--- src/rtl/complete_arbiter_pkg.sv ---
// rtl/complete_arbiter_pkg.sv - shared completion packet type, default sizes and a saturating-add helper
package complete_arbiter_pkg;
    localparam int XLEN            = 32;
    localparam int NUM_FU_COMPLETE = 4;
    localparam int DEF_CDB_WIDTH   = 2;
    localparam int DEF_ROB_SIZE    = 32;
    localparam int ROB_IDX_W       = $clog2(DEF_ROB_SIZE);
    localparam int PRF_IDX_W       = 6;

    typedef struct packed {
        logic                 valid;
        logic [PRF_IDX_W-1:0] dest_pr;
        logic [XLEN-1:0]      dest_value;
        logic [ROB_IDX_W-1:0] rob_entry;
        logic                 if_take_branch;
        logic [XLEN-1:0]      target_pc;
        logic                 halt;
    } fu_complete_packet_t;

    function automatic logic [31:0] sat_add(input logic [31:0] a, input logic [31:0] b);
        logic [32:0] s;
        s = {1'b0, a} + {1'b0, b};
        return s[32] ? 32'hFFFF_FFFF : s[31:0];
    endfunction
endpackage

--- src/rtl/complete_arbiter_rr_multi_grant.sv ---
// rtl/complete_arbiter_rr_multi_grant.sv - combinational round-robin scan granting up to CDB_WIDTH requesters
module rr_multi_grant #(
    parameter int NUM_FU    = 4,
    parameter int CDB_WIDTH = 2,
    localparam int PW = (NUM_FU > 1) ? $clog2(NUM_FU) : 1,
    localparam int LW = (CDB_WIDTH > 1) ? $clog2(CDB_WIDTH) : 1
) (
    input  logic [PW-1:0]              ptr,
    input  logic [NUM_FU-1:0]          req,
    output logic [NUM_FU-1:0]          grant,
    output logic [NUM_FU-1:0][LW-1:0]  lane,
    output logic [PW-1:0]              next_ptr
);
    always_comb begin
        int cnt;
        int idx;
        grant    = '0;
        lane     = '0;
        next_ptr = ptr;
        cnt      = 0;
        idx      = 0;
        for (int s = 0; s < NUM_FU; s++) begin
            idx = (int'(ptr) + s) % NUM_FU;
            if (req[PW'(idx)] && cnt < CDB_WIDTH) begin
                grant[PW'(idx)] = 1'b1;
                lane[PW'(idx)]  = LW'(cnt);
                cnt             = cnt + 1;
                // pointer lands just past the last FU granted in scan order
                next_ptr        = PW'((idx + 1) % NUM_FU);
            end
        end
    end
endmodule

--- src/rtl/complete_arbiter.sv ---
// rtl/complete_arbiter.sv - FU completion arbiter onto CDB lanes with branch recovery; perf counters under COMPLETE_PERF_EN
module complete_arbiter
    import complete_arbiter_pkg::*;
#(
    parameter int NUM_FU    = NUM_FU_COMPLETE,
    parameter int CDB_WIDTH = DEF_CDB_WIDTH,
    parameter int ROB_SIZE  = DEF_ROB_SIZE,
    localparam int RW = $clog2(ROB_SIZE),
    localparam int PW = (NUM_FU > 1) ? $clog2(NUM_FU) : 1,
    localparam int LW = (CDB_WIDTH > 1) ? $clog2(CDB_WIDTH) : 1
) (
    input  logic                clock,
    input  logic                reset,
    input  logic                squash,
    input  logic [RW-1:0]       rob_head,
    input  logic [NUM_FU-1:0]   want_to_complete,
    input  fu_complete_packet_t fu_packet_in [NUM_FU],
    output logic [NUM_FU-1:0]   complete_stall,
    output fu_complete_packet_t cdb_packet_out [CDB_WIDTH],
    output logic                br_recover_valid,
    output logic [XLEN-1:0]     br_recover_pc,
    output logic [RW-1:0]       br_recover_rob
`ifdef COMPLETE_PERF_EN
    ,
    output logic [31:0]         perf_grant_cnt,
    output logic [31:0]         perf_stall_cnt,
    output logic [31:0]         perf_br_recover_cnt
`endif
);
    logic [NUM_FU-1:0]         req;
    logic [NUM_FU-1:0]         grant;
    logic [NUM_FU-1:0][LW-1:0] lane_of;
    logic [PW-1:0]             rr_ptr;
    logic [PW-1:0]             next_ptr;
    fu_complete_packet_t       lane_pkt [CDB_WIDTH];
    logic                      br_sel_valid;
    logic [RW-1:0]             br_sel_age;
    logic [RW-1:0]             br_sel_rob;
    logic [XLEN-1:0]           br_sel_pc;
    logic [RW-1:0]             age;

    // reset and squash suppress every request, which also zeroes the stalls
    always_comb begin
        req = '0;
        for (int i = 0; i < NUM_FU; i++)
            req[i] = want_to_complete[i] && fu_packet_in[i].valid && !reset && !squash;
    end

    rr_multi_grant #(.NUM_FU(NUM_FU), .CDB_WIDTH(CDB_WIDTH)) u_scan (
        .ptr      (rr_ptr),
        .req      (req),
        .grant    (grant),
        .lane     (lane_of),
        .next_ptr (next_ptr)
    );

    assign complete_stall = req & ~grant;

    always_comb begin
        for (int k = 0; k < CDB_WIDTH; k++)
            lane_pkt[k] = '0;
        for (int i = 0; i < NUM_FU; i++)
            if (grant[i])
                lane_pkt[lane_of[i]] = fu_packet_in[i];
    end

    // oldest taken branch: smallest distance from the ROB head, modulo ROB size
    always_comb begin
        br_sel_valid = 1'b0;
        br_sel_age   = '0;
        br_sel_rob   = '0;
        br_sel_pc    = '0;
        age          = '0;
        for (int i = 0; i < NUM_FU; i++) begin
            if (grant[i] && fu_packet_in[i].if_take_branch) begin
                age = RW'(fu_packet_in[i].rob_entry) - rob_head;
                if (!br_sel_valid || age < br_sel_age) begin
                    br_sel_valid = 1'b1;
                    br_sel_age   = age;
                    br_sel_rob   = RW'(fu_packet_in[i].rob_entry);
                    br_sel_pc    = fu_packet_in[i].target_pc;
                end
            end
        end
    end

    always_ff @(posedge clock) begin
        if (reset) begin
            rr_ptr           <= '0;
            br_recover_valid <= 1'b0;
            br_recover_pc    <= '0;
            br_recover_rob   <= '0;
            for (int k = 0; k < CDB_WIDTH; k++)
                cdb_packet_out[k] <= '0;
        end else begin
            rr_ptr           <= next_ptr;
            br_recover_valid <= br_sel_valid;
            if (br_sel_valid) begin
                br_recover_pc  <= br_sel_pc;
                br_recover_rob <= br_sel_rob;
            end
            for (int k = 0; k < CDB_WIDTH; k++)
                cdb_packet_out[k] <= lane_pkt[k];
        end
    end

`ifdef COMPLETE_PERF_EN
    always_ff @(posedge clock) begin
        if (reset) begin
            perf_grant_cnt      <= '0;
            perf_stall_cnt      <= '0;
            perf_br_recover_cnt <= '0;
        end else begin
            perf_grant_cnt      <= sat_add(perf_grant_cnt, 32'($countones(grant)));
            perf_stall_cnt      <= sat_add(perf_stall_cnt, {31'd0, |complete_stall});
            perf_br_recover_cnt <= sat_add(perf_br_recover_cnt, {31'd0, br_sel_valid});
        end
    end
`endif
endmodule

--- config.mk ---
export PLATFORM = sky130hd
export DESIGN_NAME = complete_arbiter
export DESIGN_NICKNAME = d
export VERILOG_FILES = /design/src/rtl/complete_arbiter_pkg.sv /design/src/rtl/complete_arbiter_rr_multi_grant.sv /design/src/rtl/complete_arbiter.sv
export SDC_FILE = /design/constraint.sdc
export NUM_CORES = 1
export LEC_CHECK = 0
export BUFFER_PORTS_ARGS = -buffer_cell sky130_fd_sc_hd__buf_2
export CAP_MARGIN = 20
export CORE_AREA = 3 3 200 202
export CTS_BUF_LIST = sky130_fd_sc_hd__clkbuf_8
export DETAILED_ROUTE_END_ITERATION = 12
export DIE_AREA = 0 0 203 205
export SLEW_MARGIN = 10
export SYNTH_ARGS = -nofsm -noshare
export SYNTH_HDL_FRONTEND = slang
export SYNTH_HIERARCHICAL = 1
export SYNTH_SLANG_ARGS = --single-unit
--- constraint.sdc ---
create_clock -name clock -period 13.2 [get_ports clock]
set_input_delay 0 -clock clock [delete_from_list [all_inputs] [get_ports clock]]
set_output_delay 0 -clock clock [all_outputs]
set_load 0.01 [all_outputs]
==> key figures <==
Timing
  – Crit path time final: 10.34 ns
  – Unrepaired setup endpoints after global routing: no
  – Worst Skew: 0.0109 ns
  – Max Fclk: 96.7 MHz
  – Worst-Margin Slew: 1.20 ns
  – Final worst-path cycle share: 0.784
  – Post-Route Setup TNS: 0 ns
  – Hold Vio Cnt, Final: 0
  – Slew headroom: 0.200
  – Setup Viol. Count Final: 0
  – Max-slew violations: 0

Worst setup path
  – Startpoint type of the worst setup path: primary input
  – Crit path DAT: 10.75 ns
  – CP Capture Type: flop
  – Crit path max fanout: 98
  – Crit-path max cell delay: 0.68 ns
  – Critical path class: primary input to flop
  – CP max-delay cell: o41ai_1
  – Worst path required time: 13.61 ns

Clocking
  – Root buf cell: clkbuf_8
  – Bufs on Longest Clock Path: 2
  – CTS H-tree depth: 4
  – Clock Latency Late Sink: 0.50 ns
  – Post-CTS setup buffers: 0
  – TritonCTS clock tree: yes
  – Reg clk slew, reported paths: 0.11 ns
  – CTS sink cnt: 196
  – CTS Buf Count: 17

Die
  – Chip width: 203 µm
  – Initial Utilization: 0.304
  – # IOs: 522
  – Die area: 0.0416 mm²
  – Chip height: 205 µm
  – Core footprint: 0.0385 mm²
  – FP Rows: 72

Global routing
  – Gr usage total: 0.275
  – Total gr overflow: 0
  – First-pass GRT wire length: 90800 µm
  – Number of global-route vias before repair: 16300
  – Largest net degree at the start of global routing: 99
  – Initial antenna violation count: 14

Route
  – Metal2 WL: 28900 µm
  – DRT Pass-1 Iters: 6
  – 1st-iter DRT viols: 1480
  – Post-DRT Antenna Nets: 0
  – Vias/cell: 5.68
  – WL/cell: 21.4 µm
  – Drc violations: 0
  – Top sig layer: met5
  – DRT met1 WL: 23400 µm
  – Total routed wirelength: 60800 µm
  – WL met3: 6110 µm
  – Via Count: 16100

Layout
  – Layout cell share with drive strength beyond 1: 0.257
  – Fillers: 3716
  – Commonest non-fill, non-tap cell in the layout: buf_2
  – Most frequent cells in the layout: buf_2, nor2_1, dlygate4sd3_1, dfxtp_1, a21oi_1
  – Layout area overhead: 59.4%
  – Nets: 2657

Placed design
  – Post-DP HPWL: 38200 µm
  – Port Buf Inserts: 521
  – GP Congestion: 0.886

Synthesis
  – Largest cells by area after synthesis: dfxtp_1, a221oi_1, nor2_1
  – Dominant synthesized flop cell: dfxtp_1
  – Post-synth top area share: 0.336
  – Netlist Area Pre-Place: 0.0117 mm²
  – Post-synthesis cell type count: 53
  – Cells after Synth: 1538
  – Mapped Nets: 1905
  – Sequential area share after synthesis: 0.336
  – Syn avg cell area: 7.59 µm²
  – Dominant cell type by area after synthesis: dfxtp_1
  – Async SR Flop Fraction: 0
  – Post-synth EDFFs: 0
  – Yosys Warn Count: 6
  – Synthesis-stage register bit count: 196

Run status
  – Status: finished, final reports clean

Run
  – Max-Cap Viols: 0

Power and ir drop
  – Peak VDD IR: 0.130 mV
  – Pwr/cell area: 147 mW/mm²
  – Leakage: 8.36 nW
  – Final Power: 2.74 mW

Hold path
  – Type of the most critical hold path: primary input to flop
final cells by class:
class | count | area, µm² | share of cell area
repair buffers | 888 | 6370 | 0.342
multi-input cells | 1162 | 7130 | 0.383
clock buffers | 18 | 248 | 0.0133
inverters | 25 | 93.8 | 0.00504
clock inverters | 13 | 158 | 0.00847
flip-flops and latches | 196 | 3920 | 0.211
diodes | 16 | 40.0 | 0.00215
well taps | 518 | 648 | 0.0348
kinds of logic (layout without fill, tap and decap cells):
group	after synthesis	in the layout	synth area share
adders and majority gates	43	43	0.0487
and+or+nand+nor	605	605	0.223
muxes	13	13	0.0138
other	0	16	0
AOI/OAI and AO/OA	485	485	0.304
DFF	196	196	0.336
xor gates and xnor gates	16	16	0.0120
buffers and inverters	180	944	0.0621
layer usage:
| metal | track usage | up-vias |
|---|---|---|
| li1 | - | 7268 |
| met1 | 0.326 | 7597 |
| met2 | 0.467 | 1068 |
| met3 | 0.0634 | 167 |
| met4 | 0.139 | 4 |
| met5 | 0 | - |
per-stage QoR:
stage / worst slack [ns] / hold WS, ns / util / cells / cell area [µm²]
3_3_place_gp: 3.38 / 0.244 / 0.377 / 2432 / 14500
5_1_grt: 2.20 / 0.00711 / 0.484 / 2831 / 18600
3_5_place_dp: 3.56 / 0.249 / 0.379 / 2436 / 14600
6_report: 2.86 / 0.0259 / 0.484 / 2836 / 18600
2_1_floorplan: 5.22 / 0.140 / - / 1538 / 11700
4_1_cts: 3.01 / 0.000481 / 0.481 / 2817 / 18500
cell usage after synthesis, types with 3 or more instances:
| cell type | number |
|---|---|
| mux2_1 | 3 |
| and4_1 | 3 |
| nor3_1 | 158 |
| a211o_1 | 3 |
| nand2b_1 | 5 |
| a211oi_1 | 3 |
| buf_2 | 6 |
| o21a_1 | 4 |
| a221o_1 | 38 |
| and3_1 | 7 |
| and2_1 | 6 |
| a21oi_1 | 172 |
| clkbuf_1 | 134 |
| nand4_1 | 6 |
| nand3_1 | 6 |
| xnor2_1 | 12 |
| dfxtp_1 | 196 |
| a21o_1 | 9 |
| buf_6 | 5 |
| nand2_1 | 34 |
| mux2i_1 | 6 |
| nor2b_1 | 12 |
| inv_1 | 24 |
| o21ai_1 | 4 |
| a2111oi_0 | 37 |
| a22oi_1 | 39 |
| nor2_1 | 361 |
| a221oi_1 | 158 |
| ha_1 | 39 |
| xor2_1 | 4 |
| o21ai_0 | 5 |
| fa_1 | 4 |
| buf_1 | 9 |
flip-flops by register name, indices dropped and copies added (netlist names):
register,flops
br_recover_pc,32
br_recover_rob,5
br_recover_valid,1
cdb_packet_out,156
rr_ptr,2
critical path: cells and delay by family:
family          cells  cell delay (ns)
mux                 1             0.30
compound gates     17             3.88
buf+inv             7             2.87
fa+ha+maj           4             1.29
simple gates       11             2.35
final timing paths:
kind / startpoint / end / slack, ns / cells after the start
max: reset / br_recover_pc[26] / 2.86 / 40
min: fu_packet_in[222] / cdb_packet_out[66] / 0.03 / 5
max reg2reg: rr_ptr[0] / br_recover_pc[26] / 2.88 / 37
min reg2reg: br_recover_pc[19] / br_recover_pc[19] / 0.50 / 1
power breakdown:
group	switching, mW	internal [mW]
logic	0.831	0.736
clock network	0.238	0.191
registers	0.0457	0.702
what timing repair did:
action	4_1_cts	5_1_grt
hold buffers	350	0
endpoints found under the setup margin	0	0
gates resized for setup	0	0
endpoints found under the hold margin	194	0
Power figures use the tool's default switching activity.
